`src/rtl/five_stage_hazard_controller.sv`:
```
// Hazard tracker for the EX/MEM/WB stages of the five-stage pipeline.
// Latency: hazard and stall outputs are combinational in the same cycle; stage state and the counter are registered.
// Backpressure: memory_stall freezes all stage state, and a load-use hazard holds decode for one cycle.
module five_stage_hazard_controller #(
  parameter int CORE        = 0,
  parameter int REG_ADDR_W  = 5,
  parameter int STALL_CNT_W = 16
) (
  input  logic                   clock,
  input  logic                   reset,
  input  logic                   decode_valid,
  input  logic [REG_ADDR_W-1:0]  decode_rs1,
  input  logic [REG_ADDR_W-1:0]  decode_rs2,
  input  logic                   decode_rs1_used,
  input  logic                   decode_rs2_used,
  input  logic [REG_ADDR_W-1:0]  decode_rd,
  input  logic                   decode_regwrite,
  input  logic                   decode_is_load,
  input  logic                   memory_stall,
  input  logic                   flush,
  output logic                   rs1_hazard_execute,
  output logic                   rs1_hazard_memory,
  output logic                   rs1_hazard_writeback,
  output logic                   rs2_hazard_execute,
  output logic                   rs2_hazard_memory,
  output logic                   rs2_hazard_writeback,
  output logic                   true_data_hazard,
  output logic                   stall_decode,
  output logic                   bubble_execute,
  output logic [STALL_CNT_W-1:0] stall_cycles
);

  // Destination-register record of one in-flight instruction.
  typedef struct packed {
    logic                  valid;
    logic [REG_ADDR_W-1:0] rd;
    logic                  regwrite;
    logic                  is_load;
  } stage_t;

  stage_t ex_q, mem_q, wb_q;
  stage_t ex_d, mem_d, wb_d;
  logic [STALL_CNT_W-1:0] stall_cycles_q, stall_cycles_d;

  logic rs1_ex, rs1_mem, rs1_wb, rs2_ex, rs2_mem, rs2_wb;
  logic tdh_raw, stall_raw, bubble_raw;

  // A stage can only forward a real register write; x0 is never a dependency.
  function automatic logic stage_match(input stage_t s, input logic [REG_ADDR_W-1:0] rs);
    return s.valid & s.regwrite & (s.rd == rs) & (rs != '0);
  endfunction

  // Per-operand matches and load-use detection against the current stage state.
  always_comb begin
    rs1_ex     = decode_valid & decode_rs1_used & stage_match(ex_q,  decode_rs1);
    rs1_mem    = decode_valid & decode_rs1_used & stage_match(mem_q, decode_rs1);
    rs1_wb     = decode_valid & decode_rs1_used & stage_match(wb_q,  decode_rs1);
    rs2_ex     = decode_valid & decode_rs2_used & stage_match(ex_q,  decode_rs2);
    rs2_mem    = decode_valid & decode_rs2_used & stage_match(mem_q, decode_rs2);
    rs2_wb     = decode_valid & decode_rs2_used & stage_match(wb_q,  decode_rs2);
    tdh_raw    = ex_q.is_load & (rs1_ex | rs2_ex);
    stall_raw  = tdh_raw | memory_stall;
    // flush already kills the decode slot, so no separate bubble is requested then.
    bubble_raw = tdh_raw & ~memory_stall & ~flush;
  end

  // Outputs are held low for as long as reset is asserted.
  always_comb begin
    rs1_hazard_execute   = reset & rs1_ex;
    rs1_hazard_memory    = reset & rs1_mem;
    rs1_hazard_writeback = reset & rs1_wb;
    rs2_hazard_execute   = reset & rs2_ex;
    rs2_hazard_memory    = reset & rs2_mem;
    rs2_hazard_writeback = reset & rs2_wb;
    true_data_hazard     = reset & tdh_raw;
    stall_decode         = reset & stall_raw;
    bubble_execute       = reset & bubble_raw;
    stall_cycles         = reset ? stall_cycles_q : '0;
  end

  // Pipeline advance: shift stages unless memory holds; EX takes a bubble on hazard, flush or empty decode.
  always_comb begin
    ex_d           = ex_q;
    mem_d          = mem_q;
    wb_d           = wb_q;
    stall_cycles_d = stall_cycles_q;
    if (!memory_stall) begin
      wb_d  = mem_q;
      mem_d = ex_q;
      if (tdh_raw || flush || !decode_valid) begin
        ex_d = '0;
      end else begin
        ex_d.valid    = 1'b1;
        ex_d.rd       = decode_rd;
        ex_d.regwrite = decode_regwrite;
        ex_d.is_load  = decode_is_load;
      end
    end
    if (stall_raw && (stall_cycles_q != '1)) begin
      stall_cycles_d = stall_cycles_q + STALL_CNT_W'(1);
    end
  end

  // State registers with synchronous active-low reset that discards all in-flight entries.
  always_ff @(posedge clock) begin
    if (!reset) begin
      ex_q           <= '0;
      mem_q          <= '0;
      wb_q           <= '0;
      stall_cycles_q <= '0;
    end else begin
      ex_q           <= ex_d;
      mem_q          <= mem_d;
      wb_q           <= wb_d;
      stall_cycles_q <= stall_cycles_d;
    end
  end

endmodule

```
`config.mk`:
```
export PLATFORM = sky130hd
export DESIGN_NAME = five_stage_hazard_controller
export DESIGN_NICKNAME = d
export VERILOG_FILES = /design/src/rtl/five_stage_hazard_controller.sv
export SDC_FILE = /design/constraint.sdc
export NUM_CORES = 1
export LEC_CHECK = 0
export ABC_AREA = 1
export CAP_MARGIN = 20
export CORE_MARGIN = 4
export CORE_UTILIZATION = 40
export DETAILED_ROUTE_END_ITERATION = 8
export PLACE_DENSITY = 0.69
export RECOVER_POWER = 100
export SYNTH_ARGS = -nofsm -noshare
export SYNTH_HDL_FRONTEND = slang
export SYNTH_SLANG_ARGS = --single-unit
```
`constraint.sdc`:
```
create_clock -name clock -period 4.02 [get_ports clock]
set_input_delay 1.005 -clock clock [delete_from_list [all_inputs] [get_ports clock]]
set_output_delay 1.005 -clock clock [all_outputs]
set_load 0.05 [all_outputs]
```
==> impl_metrics.tcl, run 1 <==
set metrics [dict create \
    synth_simple_gate_area_share_pct 33.1 \
    post_layout_nonfiller_instances 488 \
    power_per_cell_area_nw_per_um2 278 \
    timing_worst_setup_path_type "input port to output port" \
    post_synth_inst_count 366 \
    core_area_um2 5610 \
    hold_violation_total_from_the_final_report 0 \
    layout_min_cycle_time_ps 3840 \
    top_level_ports 49 \
    yosysSeqAreaShare_pct 32.3 \
    cts-resized-gates 0 \
    outcome "completed" \
    drt-vias-per-instance 5.11 \
    synth_seq_cells 38 \
    crit_path_max_fanout 9 \
    avgRoutedWirePerCell_um 13.7 \
    max_cap_viol_count 0 \
    fillCellCount 599 \
    largest_family_of_logic_cells_by_synthesized_area "simple AND/OR/NAND/NOR gates" \
    clock_insertion_delay_worst_skew_ps 290 \
    cts_htree_levels 2 \
    min_period_over_period_pct 95.5 \
    cts.reportedPaths.clkPinSlew_ps 80 \
    critical_path.endpoint_type "output port" \
    postSynthNetCount 391 \
    synth_mux_area_share_pct 0 \
    slew-limit-headroom_pct 46.0 \
    fraction_of_layout_instances_using_a_drive_strength_above_1_pct 6.01 \
    cts_sinks 38 \
    finalSetupViolCount 0 \
    synth-xor-area-share_pct 8.56 \
    worstHoldPathType "flip-flop to flip-flop" \
    antenna_found_initial 0 \
    cp.required_ps 3010 \
    cts_inserted_buffers 5 \
    cts.hold.buffers_added 0 \
    mappedNetlistArea_um2 2350 \
    clock_tree_buffer_depth 2 \
    worstPathArrival_ps 2840 \
    ctsRootBufferMaster "clkbuf_8" \
    placed_instances 480 \
    globalRoute.totalOverflow 0 \
    power_leakage_nw 1.49 \
    drcViolationCount 0 \
    areaGrowthSynthToFinish_pct 28.1 \
    die_y_um 84.7 \
    synth.lib_cells_used.distinct 29 \
    report.final.slew_viol_count 0 \
    die_w_um 84.7 \
    detailedRoute.firstPassIterationCount 4 \
    fin_nets 440 \
    grt_first_pass_wirelength_um 10800 \
    fraction_of_the_mapped_netlist_area_in_compound_gates_pct 15.2 \
    route.vias.total 2495 \
    initial_utilization_pct 41.9 \
    max_clock_freq_mhz 260 \
    drt-total-wl_um 6680 \
    grt_max_degree 27 \
    max-vdd-ir-drop_v 0.000153 \
    detail_route.iter0.violations 204 \
    max_slew.worst_pin.slew_ps 810 \
    detail-route-antenna-nets 0 \
    clock-skew-final_ps 5.76 \
    io_buffers 48 \
    totalPowerFinal_uw 837 \
    grt_setup_unrepaired "no" \
    tritoncts "yes" \
    postSynthAreaPerCell_um2 6.43 \
    setup_tns_ps 0 \
    n_antenna_cell 0 \
    post-dp-hpwl_um 5050 \
    placement_rows 27 \
    yosysWarningCount 0 \
    floorplan.die_area_um2 7170 \
    finalWeightedCongestion 0.926 \
    postCtsSetupBuffers 0 \
    vias_in_the_first_global_route 2259 \
    grtUsageTotal_pct 18.5 \
    critical_path.startpoint_type "input port" \
    synth-adder-area-share_pct 0.532 \
]
[synthesized netlist by cell type]
| master | number | area, um^2 |
|---|---|---|
| o22ai_1 | 5 | 31.3 |
| a221oi_1 | 2 | 17.5 |
| xnor2_1 | 13 | 114 |
| a21oi_1 | 39 | 195 |
| clkinv_1 | 1 | 3.75 |
| nor2_4 | 2 | 22.5 |
| nor3_1 | 3 | 15.0 |
| buf_6 | 1 | 11.3 |
| clkbuf_1 | 8 | 30.0 |
| dfxtp_1 | 38 | 761 |
| a21oi_2 | 1 | 8.76 |
| buf_1 | 1 | 3.75 |
| nand2_2 | 2 | 12.5 |
| xor2_1 | 10 | 87.6 |
| nand2_1 | 86 | 323 |
| nor2_1 | 34 | 128 |
| inv_1 | 46 | 173 |
| ha_1 | 1 | 12.5 |
| nand2_4 | 1 | 11.3 |
| or2_1 | 1 | 6.26 |
| nand4_4 | 1 | 21.3 |
| nand3_1 | 39 | 195 |
| nand3b_1 | 1 | 7.51 |
| o2111ai_1 | 1 | 8.76 |
| nor4_1 | 3 | 18.8 |
| o21ai_0 | 19 | 95.1 |
| nand4_1 | 2 | 12.5 |
| or2_2 | 1 | 6.26 |
| buf_2 | 4 | 20.0 |
[cell type report]
class	count	area, um^2	area share [%]
Inverter	47	176	5.85
Clock inverter	3	40.0	1.33
Tap cell	72	90.1	2.99
Multi-Input combinational cell	267	1340	44.3
Clock buffer	5	68.8	2.28
Timing Repair Buffer	56	542	18.0
Sequential cell	38	761	25.2
[per-layer routing]
| layer | vias to the layer above | part of all wire [%] | GRT usage (%) |
|---|---|---|---|
| met1 | 1144 | 49 | 26.3 |
| li1 | 1281 | - | - |
| met2 | 62 | 45 | 28.4 |
| met5 | - | 0 | 0 |
| met4 | 0 | 1.4 | 6.04 |
| met3 | 8 | 4.4 | 3.04 |
[power breakdown]
group | total [mW] | switching [mW] | internal [mW]
Clock | 0.323 | 0.140 | 0.183
Combinational | 0.114 | 0.0657 | 0.0484
Sequential | 0.401 | 0.0128 | 0.388
Total | 0.837 | 0.218 | 0.619
[logic make-up after synthesis]
kind of cell | Yosys count
simple gates | 176
compound gates | 67
buf+inv | 61
flops | 38
xor+xnor | 23
fa+ha+maj | 1
[critical path: stages]
cell,delay [ps]
dlygate4sd3_1,750
clkbuf_1,250
nand3_1,110
nor3_1,210
clkbuf_1,500
[worst paths after layout]
| kind | from | slack [ps] | cells after the start | to |
|---|---|---|---|---|
| min reg2reg | ex_q[0] | 470 | 2 | ex_q[0] |
| max reg2reg | ex_q[6] | 1260 | 11 | stall_cycles_q[15] |
| min | ex_q[0] | 470 | 2 | ex_q[0] |
| max | reset | 180 | 5 | rs2_hazard_writeback |
[metrics by stage]
step | hold WS (ps) | util, % | worst slack [ps] | cell area, um^2
final | 473 | 53.7 | 180 | 3010
after CTS | 474 | 58.4 | 233 | 3280
after global routing | 501 | 53.7 | 50.2 | 3010
after global placement | 464 | 56.5 | 293 | 3170
after detailed placement | 462 | 56.5 | 244 | 3170
after floorplan | 445 | - | 2.79 | 2350
[cells in the final DEF (no fill, tap or decap), types with 9 or more instances in the layout]
master	instances
clkdlybuf4s50_1	21
xnor2_1	13
o21ai_0	19
clkbuf_1	9
a21oi_1	40
inv_1	46
xor2_1	10
nand3_1	39
nor2_1	34
nand2_1	88
dfxtp_1	38
dlymetal6s2s_1	12
[state kept, by name, indices dropped and copies added (netlist names)]
| name | cells |
|---|---|
| stall_cycles_q | 16 |
| ex_q | 8 |
| wb_q | 7 |
| mem_q | 7 |
No activity file was read; power rests on OpenSTA's default activity.
==> run 2: changes to the inputs <==
--- a/config.mk
+++ b/config.mk
@@ -8,9 +8,9 @@
 export ABC_AREA = 1
 export CAP_MARGIN = 20
 export CORE_MARGIN = 4
-export CORE_UTILIZATION = 40
+export CORE_UTILIZATION = 55
 export DETAILED_ROUTE_END_ITERATION = 8
-export PLACE_DENSITY = 0.69
+export PLACE_DENSITY = 0.89
 export RECOVER_POWER = 100
 export SYNTH_ARGS = -nofsm -noshare
 export SYNTH_HDL_FRONTEND = slang
==> impl_metrics.tcl, run 2 (same netlist as run 1, synthesis figures left out) <==
set metrics [dict create \
    power.share.switching_pct 27.0 \
    detailedRoute.firstPassIterationCount 4 \
    grt_first_pass_wirelength_um 11100 \
    layout_min_cycle_time_ps 3840 \
    antenna_found_initial 0 \
    report.final.slew_viol_count 0 \
    drcViolationCount 0 \
    setup_tns_ps 0 \
    outcome "completed" \
    mostFrequentLayoutCells "nand2_1, inv_1, nand3_1, a21oi_1, dfxtp_1" \
    areaGrowthSynthToFinish_pct 23.1 \
    layout.cell_area.non_filler_um2 2900 \
    grtUsageTotal_pct 26.0 \
    post-route-worst-setup-slack_ps 182 \
    globalRoute.totalOverflow 0 \
    cts.reportedPaths.clkPinSlew_ps 70 \
    post-dp-hpwl_um 5130 \
    worstPathArrival_ps 2830 \
    floorplan.die_area_um2 5390 \
    hold_violation_total_from_the_final_report 0 \
    power_leakage_nw 1.28 \
    reg_top3 "stall_cycles_q: 16 flops, ex_q: 8 flops" \
    core_area_um2 4060 \
    cell_internal_pwr_uw 575 \
    registers.top_by_ff_count "stall_cycles_q" \
    cts_htree_levels 2 \
    totalPowerFinal_uw 788 \
    finalWeightedCongestion 0.914 \
    max_clock_freq_mhz 261 \
    die_w_um 73.4 \
    fin_nets 438 \
    drt-total-wl_um 6720 \
    vias_in_the_first_global_route 2456 \
    n_antenna_cell 0 \
    p_clk_share_pct 34.4 \
    power.net_switching_uw 213 \
    max_cap_viol_count 0 \
    worstHoldPathType "flip-flop to flip-flop" \
    ctsRootBufferMaster "clkbuf_8" \
    min_period_over_period_pct 95.5 \
    drt-vias-per-instance 5.47 \
    cts_sinks 38 \
    p_comb_share_pct 14.7 \
    critical_path.startpoint_type "input port" \
    detail-route-antenna-nets 0 \
    detail_route.iter0.violations 250 \
    clock-skew-final_ps 5.07 \
    fin_worst_hold_slack_ps 498 \
    postPlaceCellArea_um2 3130 \
    clock_tree_buffer_depth 2 \
    clock_insertion_delay_worst_skew_ps 280 \
    grt_setup_unrepaired "no" \
    post_layout_nonfiller_instances 464 \
    cts_inserted_buffers 5 \
    postCtsSetupBuffers 0 \
    post-place-ws_ps 210 \
    final_util_pct 71.4 \
    mostFrequentLayoutCell "nand2_1" \
    cp.required_ps 3010 \
    grt_max_degree 26 \
    critical_path.endpoint_type "output port" \
    avgRoutedWirePerCell_um 14.5 \
    max-vdd-ir-drop_v 0.000367 \
    cts-resized-gates 0 \
    timing_worst_setup_path_type "input port to output port" \
    finalSetupViolCount 0 \
    initial_utilization_pct 58.0 \
    largest_register_ffs 16 \
    die_y_um 73.4 \
    slew-limit-headroom_pct 45.1 \
    fraction_of_layout_instances_using_a_drive_strength_above_1_pct 5.80 \
    placed_instances 456 \
    crit_path_max_fanout 13 \
    route.vias.total 2538 \
    placement_rows 23 \
    tritoncts "yes" \
    power_per_cell_area_nw_per_um2 272 \
    io_buffers 48 \
    sequentialPowerShare_pct 50.9 \
    top_level_ports 49 \
    cts.hold.buffers_added 0 \
    max_slew.worst_pin.slew_ps 824 \
]
## run 2: area by class of cell
type	instances	area, um^2
clock inverter	1	5.00
timing repair buffer	54	462
multi-input combinational	267	1340
clock buffer	7	86.3
sequential	38	761
fill	339	1160
inverter	47	176
tap	50	62.6
## run 2: path summary, 6_finish.rpt
path                               from                   end  slack, ps  cells past startpoint
worst max-delay path              reset  rs1_hazard_writeback        180                      6
worst min-delay path            wb_q[1]               wb_q[1]        500                      2
worst max register to register  ex_q[6]     stall_cycles_q[5]       1250                     14
worst min register to register  wb_q[1]               wb_q[1]        500                      2
## run 2: power groups by stage
stage | Sequential (mW) | Clock, mW | Combinational (mW)
finish | 0.401 | 0.271 | 0.116
global route | 0.403 | 0.283 | 0.126
CTS | 0.401 | 0.270 | 0.120
detailed placement | 0.410 | 0 | 0.119
global placement | 0.409 | 0 | 0.116
floorplan | 0.405 | 0 | 0.0677
## run 2: worst max-delay path, cell delays in order
cell	delay, ps
clkdlybuf4s50_1	760
nand3_1	230
a21oi_1	170
nand3_1	90
nor4_1	370
buf_12	200
## run 2: metal layers
layer	vias to the layer above	global-route usage [%]	wire, um
li1	1276	-	-
met1	1156	34.0	2910
met2	95	43.7	3260
met3	11	4.51	454
met4	0	7.65	96
met5	-	0	0
